**src/rtl/mempool_pkg.sv**
```systemverilog
// Shared MemPool definitions used by the wake-up controller.
package mempool_pkg;

  // Target id that asks for every core to be woken.
  localparam logic [31:0] WakeupBroadcastId = 32'hFFFF_FFFF;

  // Wake-up controller FSM: either serving pending bits or sweeping a broadcast.
  typedef enum logic {
    WakeIdle,
    WakeBcast
  } wake_state_e;

endpackage

```
**src/rtl/mempool_wakeup_grp_sel.sv**
```systemverilog
// Combinational round-robin group picker for the wake-up controller.
// The any-pending vector is rotated so that group rr_ptr_i sits at bit 0;
// the count of clear bits below the first set bit is the offset of the
// winner from rr_ptr_i.
module mempool_wakeup_grp_sel #(
  parameter int unsigned NumGroups = 4,
  localparam int unsigned IdxW = (NumGroups > 1) ? $clog2(NumGroups) : 1
) (
  input  logic [NumGroups-1:0] grp_any_i,
  input  logic [IdxW-1:0]      rr_ptr_i,
  output logic [IdxW-1:0]      sel_o,
  output logic                 sel_valid_o
);

  logic [2*NumGroups-1:0] doubled;
  logic [NumGroups-1:0]   rotated;
  logic [IdxW-1:0]        offset;
  logic [IdxW+1:0]        sum;

  // Rotate, count zeros from the rr_ptr end, then map the offset back to a group index.
  always_comb begin
    doubled = {grp_any_i, grp_any_i};
    rotated = NumGroups'(doubled >> rr_ptr_i);
    offset  = '0;
    // Scanning from the top means the lowest set bit is the last one written.
    for (int i = NumGroups - 1; i >= 0; i--) begin
      if (rotated[i]) offset = IdxW'(i);
    end
    sel_valid_o = |rotated;
    sum = (IdxW+2)'(rr_ptr_i) + (IdxW+2)'(offset);
    if (sum >= (IdxW+2)'(NumGroups)) sum = sum - (IdxW+2)'(NumGroups);
    sel_o = sum[IdxW-1:0];
  end

endmodule

```
**src/rtl/mempool_wakeup_ctrl.sv**
```systemverilog
// Wake-up pulse sequencer for the MemPool cluster's wake_up_i vector.
// Requests (single core or broadcast) arrive over a valid/ready handshake;
// pulses leave one core group per cycle so the whole cluster never wakes at once.
// Optional build macro: MEMPOOL_WAKEUP_STATS_EN adds pulse/drop counters.
//
// Handshake: a request is taken on any cycle where wake_req_valid_i and
// wake_req_ready_o are both high; the target is sampled in that cycle.
// Ready is high whenever the FSM is idle, independent of valid.
module mempool_wakeup_ctrl
  import mempool_pkg::*;
#(
  parameter int unsigned NumCores  = 256,
  parameter int unsigned NumGroups = 4,
  parameter int unsigned GroupSize = NumCores / NumGroups
) (
  input  logic                clk_i,
  input  logic                rst_ni,
  input  logic                wake_req_valid_i,
  output logic                wake_req_ready_o,
  input  logic [31:0]         wake_req_target_i,
  output logic [NumCores-1:0] wake_up_o,
  output logic                busy_o
`ifdef MEMPOOL_WAKEUP_STATS_EN
  ,
  input  logic                stats_clr_i,
  output logic [31:0]         pulse_cnt_o,
  output logic [31:0]         drop_cnt_o
`endif
);

  localparam int unsigned CoreIdxW = (NumCores > 1) ? $clog2(NumCores) : 1;
  localparam int unsigned GrpIdxW  = (NumGroups > 1) ? $clog2(NumGroups) : 1;
  localparam logic [GrpIdxW-1:0] LastGrp = GrpIdxW'(NumGroups - 1);

  if (NumCores % NumGroups != 0) begin : g_bad_cfg
    $error("NumCores must be a multiple of NumGroups");
  end

  // Bit mask covering every core of group g.
  function automatic logic [NumCores-1:0] grp_mask(input logic [GrpIdxW-1:0] g);
    logic [NumCores-1:0] m;
    m = '0;
    for (int c = 0; c < NumCores; c++) begin
      if ((c / GroupSize) == int'(g)) m[c] = 1'b1;
    end
    return m;
  endfunction

  wake_state_e         state_q, state_d;
  logic [NumCores-1:0] pending_q, pending_d;
  logic [GrpIdxW-1:0]  rr_ptr_q, rr_ptr_d;
  logic [GrpIdxW-1:0]  grp_cnt_q, grp_cnt_d;
  logic [NumCores-1:0] wake_up_q, wake_up_d;

  logic [NumGroups-1:0] grp_any;
  logic [GrpIdxW-1:0]   sel;
  logic                 sel_valid;
  logic                 req_fire, req_bcast, req_core, req_drop;

  // Collapse pending bits into one flag per group for the picker.
  always_comb begin
    grp_any = '0;
    for (int g = 0; g < NumGroups; g++) begin
      grp_any[g] = |pending_q[g*GroupSize +: GroupSize];
    end
  end

  mempool_wakeup_grp_sel #(
    .NumGroups (NumGroups)
  ) i_grp_sel (
    .grp_any_i   (grp_any),
    .rr_ptr_i    (rr_ptr_q),
    .sel_o       (sel),
    .sel_valid_o (sel_valid)
  );

  // Next-state, pulse selection and request decode.
  always_comb begin
    state_d   = state_q;
    pending_d = pending_q;
    rr_ptr_d  = rr_ptr_q;
    grp_cnt_d = grp_cnt_q;
    wake_up_d = '0;

    wake_req_ready_o = (state_q == WakeIdle);
    req_fire  = wake_req_valid_i & wake_req_ready_o;
    req_bcast = req_fire & (wake_req_target_i == WakeupBroadcastId);
    req_core  = req_fire & (wake_req_target_i < 32'(NumCores));
    req_drop  = req_fire & ~req_bcast & ~req_core;

    case (state_q)
      WakeIdle: begin
        if (sel_valid) begin
          wake_up_d = pending_q & grp_mask(sel);
          pending_d = pending_q & ~grp_mask(sel);
          rr_ptr_d  = (sel == LastGrp) ? '0 : sel + GrpIdxW'(1);
        end
        if (req_bcast) begin
          state_d   = WakeBcast;
          grp_cnt_d = '0;
        end
      end
      WakeBcast: begin
        // The sweep covers every core, so pending bits are simply absorbed.
        wake_up_d = grp_mask(grp_cnt_q);
        pending_d = pending_q & ~grp_mask(grp_cnt_q);
        if (grp_cnt_q == LastGrp) begin
          grp_cnt_d = '0;
          state_d   = WakeIdle;
        end else begin
          grp_cnt_d = grp_cnt_q + GrpIdxW'(1);
        end
      end
      default: state_d = WakeIdle;
    endcase

    // Applied after the clear so a request landing on its group's pulse cycle survives.
    if (req_core) pending_d[wake_req_target_i[CoreIdxW-1:0]] = 1'b1;
  end

  // Controller state registers.
  always_ff @(posedge clk_i or negedge rst_ni) begin
    if (!rst_ni) begin
      state_q   <= WakeIdle;
      pending_q <= '0;
      rr_ptr_q  <= '0;
      grp_cnt_q <= '0;
      wake_up_q <= '0;
    end else begin
      state_q   <= state_d;
      pending_q <= pending_d;
      rr_ptr_q  <= rr_ptr_d;
      grp_cnt_q <= grp_cnt_d;
      wake_up_q <= wake_up_d;
    end
  end

  assign wake_up_o = wake_up_q;
  assign busy_o    = (state_q != WakeIdle) | (|pending_q);

`ifdef MEMPOOL_WAKEUP_STATS_EN
  logic [31:0] pulse_cnt_q, pulse_cnt_d;
  logic [31:0] drop_cnt_q, drop_cnt_d;

  // Counters wrap naturally; a clear overrides a same-cycle increment.
  always_comb begin
    pulse_cnt_d = pulse_cnt_q + {31'd0, |wake_up_q};
    drop_cnt_d  = drop_cnt_q + {31'd0, req_drop};
    if (stats_clr_i) begin
      pulse_cnt_d = '0;
      drop_cnt_d  = '0;
    end
  end

  // Statistics registers.
  always_ff @(posedge clk_i or negedge rst_ni) begin
    if (!rst_ni) begin
      pulse_cnt_q <= '0;
      drop_cnt_q  <= '0;
    end else begin
      pulse_cnt_q <= pulse_cnt_d;
      drop_cnt_q  <= drop_cnt_d;
    end
  end

  assign pulse_cnt_o = pulse_cnt_q;
  assign drop_cnt_o  = drop_cnt_q;
`endif

endmodule

```
**config.mk**
```make
export PLATFORM = sky130hd
export DESIGN_NAME = mempool_wakeup_ctrl
export DESIGN_NICKNAME = d
export VERILOG_FILES = /design/src/rtl/mempool_pkg.sv /design/src/rtl/mempool_wakeup_grp_sel.sv /design/src/rtl/mempool_wakeup_ctrl.sv
export SDC_FILE = /design/constraint.sdc
export NUM_CORES = 1
export LEC_CHECK = 0
export ABC_AREA = 1
export CAP_MARGIN = 20
export CORE_MARGIN = 4
export CORE_UTILIZATION = 30
export DETAILED_ROUTE_END_ITERATION = 10
export HOLD_SLACK_MARGIN = 0.05
export PLACE_DENSITY_LB_ADDON = 0.15
export SLEW_MARGIN = 20
export SYNTH_ARGS = -nofsm -noshare
export SYNTH_HDL_FRONTEND = slang
export SYNTH_SLANG_ARGS = --single-unit
```
**constraint.sdc**
```tcl
create_clock -name clk_i -period 7.65 [get_ports clk_i]
set_input_delay 1.53 -clock clk_i [delete_from_list [all_inputs] [get_ports clk_i]]
set_output_delay 1.53 -clock clk_i [all_outputs]
set_load 0.01 [all_outputs]
```
==> flow_summary.json <==
{
  "cts-resized-gates": 0,
  "finalPower_mw": 5.77,
  "gr-usage-met2_pct": 31.0,
  "start_util_pct": 30.4,
  "postCtsSetupBuffers": 0,
  "grt_pass1_vias": 16700,
  "via_per_inst": 4.79,
  "power.density_nw_per_um2": 216,
  "grt.busiest_layer": "met2",
  "ir_drop_v": 0.000154,
  "grt.total_usage_pct": 18.9,
  "worst-path-max-fanout": 62,
  "worstPathArrival_ns": 5.15,
  "wirelength_mm": 71.6,
  "crit_chain": "inv_1 -> nand3_1 -> nor2_1 -> nand2_1 -> nor2_1 -> nand2_1 -> nand2_1 -> nand3_1 -> nand2_1 -> nand3_1 -> a21oi_1 -> ha_1 -> xor2_1 -> nand2_1 -> nand2_1 -> ha_1 -> nand2_4 -> inv_4 -> buf_4 -> nand2_1 -> nand2_1",
  "holdBufCountCts": 0,
  "crit_slowest_cell": "buf_4",
  "ios": 293,
  "ys_warn_count": 0,
  "cts_max_path_buffers": 3,
  "root_buffer": "clkbuf_16",
  "max_freq_mhz": 217,
  "min_path_type": "flip-flop to flip-flop",
  "worstPathRequired_ns": 8.19,
  "die_height_microns": 273,
  "first_pass_iters": 5,
  "dr.first_iter.drc_count": 1459,
  "crit_family": "simple AND/OR/NAND/NOR gates",
  "fin_worst_skew_ns": 0.0234,
  "clk_pin_slew_ns": 0.06,
  "clock_sinks": 517,
  "use_met1_pct": 25.5,
  "max-slew-margin-rel_pct": 25.6,
  "end_kind": "flip-flop",
  "vias": 16100,
  "ys_types": 28,
  "critPathMostFrequentCell": "nand2_1",
  "place_area_sq_um": 24600,
  "period_share_pct": 60.3,
  "syn_area_sq_um": 21000,
  "route.detailed.drc": 0,
  "ant_nets": 0,
  "worst_setup_path_start_kind": "flip-flop",
  "coreArea_sq_um": 69100,
  "cts_buffers": 57,
  "p_leak_nw": 13.0,
  "use_met3_pct": 4.45,
  "setup-violations-final": 0,
  "tightest_slew_ns": 1.11,
  "clk_latency_ns": 0.61,
  "status": "completed",
  "ys_seq_area_share_pct": 61.6,
  "drv_slew": 0,
  "layout-drive-gt1-share_pct": 11.4,
  "dp_hpwl_mm": 46.9,
  "crit_type": "flip-flop to flip-flop",
  "ys_seq_elements": 517,
  "postSynthAreaPerCell_sq_um": 9.86,
  "tns_ns": 0,
  "final-hold-violation-count": 0,
  "syn_nets": 2176,
  "period_needed_ns": 4.61,
  "core.rowCount": 96,
  "gp_congestion": 0.842,
  "rsz0062_at_grt": "no",
  "critical_path.max_stage_delay_ns": 0.75,
  "cts_tree": "yes",
  "grt_pass1_wl_mm": 108,
  "io_buffers": 292,
  "flow.area_growth_from_synthesis_pct": 27.0,
  "nets": 2417,
  "wl_per_cell_microns": 21.3,
  "grt_max_degree": 175,
  "critPathBufInv": 3,
  "fp.dieArea_sq_um": 74300,
  "drv_cap": 0,
  "netlist_instances": 2132,
  "antenna_found_initial": 8,
  "grt_remaining_overflow": 0,
  "design_area_sq_um": 26700,
  "cts.htree.levels": 2,
  "die_w_microns": 273
}
-- layout make-up --
| type | count | area (sq um) |
|---|---|---|
| Antenna cell | 5 | 12.5 |
| Clock buffer | 81 | 1690 |
| Clock inverter | 24 | 308 |
| Fill cell | 6834 | 42400 |
| Inverter | 126 | 483 |
| Multi-Input combinational cell | 1362 | 6960 |
| Sequential cell | 517 | 12900 |
| Tap cell | 931 | 1160 |
| Timing Repair Buffer | 309 | 3130 |
-- cells in the final DEF (no fill, tap or decap), types with 7 or more instances in the layout --
master           instances
nand2_1                756
dfrtp_1                517
clkdlybuf4s50_1        291
nor2_1                 190
o22ai_2                133
o22ai_1                121
inv_1                  112
o21ai_0                 65
clkbuf_16               59
nand3_1                 54
clkinv_2                15
clkbuf_8                13
buf_4                   10
clkinv_1                 9
ha_1                     9
clkbuf_1                 9
nand2_4                  7
bufinv_16                7
-- final timing paths --
check                               start              to  slack, ns  cells after the start
hold reg to reg            pending_q[248]  wake_up_o[248]       0.50                      2
setup reg to reg           pending_q[239]  wake_up_o[145]       3.04                     21
setup / recovery           pending_q[239]  wake_up_o[145]       3.04                     21
min in group asynchronous          rst_ni  wake_up_o[162]       0.88                      1
max in group asynchronous          rst_ni  pending_q[100]       4.98                      3
hold / removal             pending_q[248]  wake_up_o[248]       0.50                      2
-- flip-flops by register name, indices dropped and copies added, names as in the netlist --
signal and cells:
rr_ptr_q 2, wake_up_o 256, grp_cnt_q 2, pending_q 256, state_q 1
-- report_power, final --
part / internal, mW / switching, mW
sequential: 2.73 / 0.00000208
clock: 1.77 / 1.14
combinational: 0.0250 / 0.0990
total: 4.53 / 1.24
-- per-stage QoR --
| step | instances | util, % | setup slack (ns) | hold slack (ns) |
|---|---|---|---|---|
| floorplan | 2132 | - | 4.80 | 0.464 |
| global placement | 3243 | 35.6 | 2.93 | 0.480 |
| detailed placement | 3243 | 35.7 | 2.87 | 0.481 |
| CTS | 3348 | 38.5 | 2.83 | 0.503 |
| global route | 3352 | 38.6 | 2.68 | 0.528 |
| finish | 3355 | 38.6 | 3.04 | 0.502 |
-- routing by layer --
metal | share of wire [%] | wire length, microns
met1 | 44 | 31300
met2 | 48 | 34400
met3 | 6.1 | 4360
met4 | 2.1 | 1510
met5 | 0.061 | 44
-- kinds of logic (layout without fill, tap and decap cells) --
logic type	Yosys count	after routing	share of synthesized area (%)
DFF	517	517	61.6
other	0	5	0
adders and majority gates	9	9	0.536
xor gates and xnor gates	1	1	0.0417
and+or+nand+nor	1032	1032	19.2
buffers and inverters	253	540	5.51
AOI/OAI and AO/OA	320	320	13.1
-- cells in the mapped netlist --
master / count / area (sq um)
nor4_1: 1 / 6.26
ha_1: 9 / 113
nand2_1: 760 / 2850
nor3_1: 2 / 10.0
nor2_2: 6 / 37.5
inv_1: 112 / 420
inv_2: 3 / 11.3
dfrtp_1: 517 / 12900
o22ai_1: 121 / 757
inv_4: 1 / 6.26
nor4b_4: 1 / 23.8
buf_2: 17 / 85.1
nand2_2: 6 / 37.5
a21oi_1: 1 / 5.00
clkinv_1: 9 / 33.8
buf_6: 24 / 270
nor2_1: 191 / 717
clkinv_2: 1 / 5.00
nand2_4: 3 / 33.8
clkbuf_1: 85 / 319
nand3_1: 54 / 270
buf_4: 1 / 7.51
o21ai_0: 65 / 325
xor2_1: 1 / 8.76
o22ai_2: 133 / 1660
or2_2: 1 / 6.26
nand4_1: 6 / 37.5
nand4_2: 1 / 12.5
-- worst reg2reg max path, cell delays in order, from the launching register on --
cell	delay, ns
dfrtp_1	0.39
inv_1	0.11
nand3_1	0.12
nor2_1	0.13
nand2_1	0.09
nor2_1	0.35
nand2_1	0.17
nand2_1	0.08
nand3_1	0.09
nand2_1	0.09
nand3_1	0.07
a21oi_1	0.15
ha_1	0.18
xor2_1	0.19
nand2_1	0.07
nand2_1	0.11
ha_1	0.23
nand2_4	0.14
inv_4	0.59
buf_4	0.79
nand2_1	0.28
nand2_1	0.11
(Power assumes the default switching activity.)
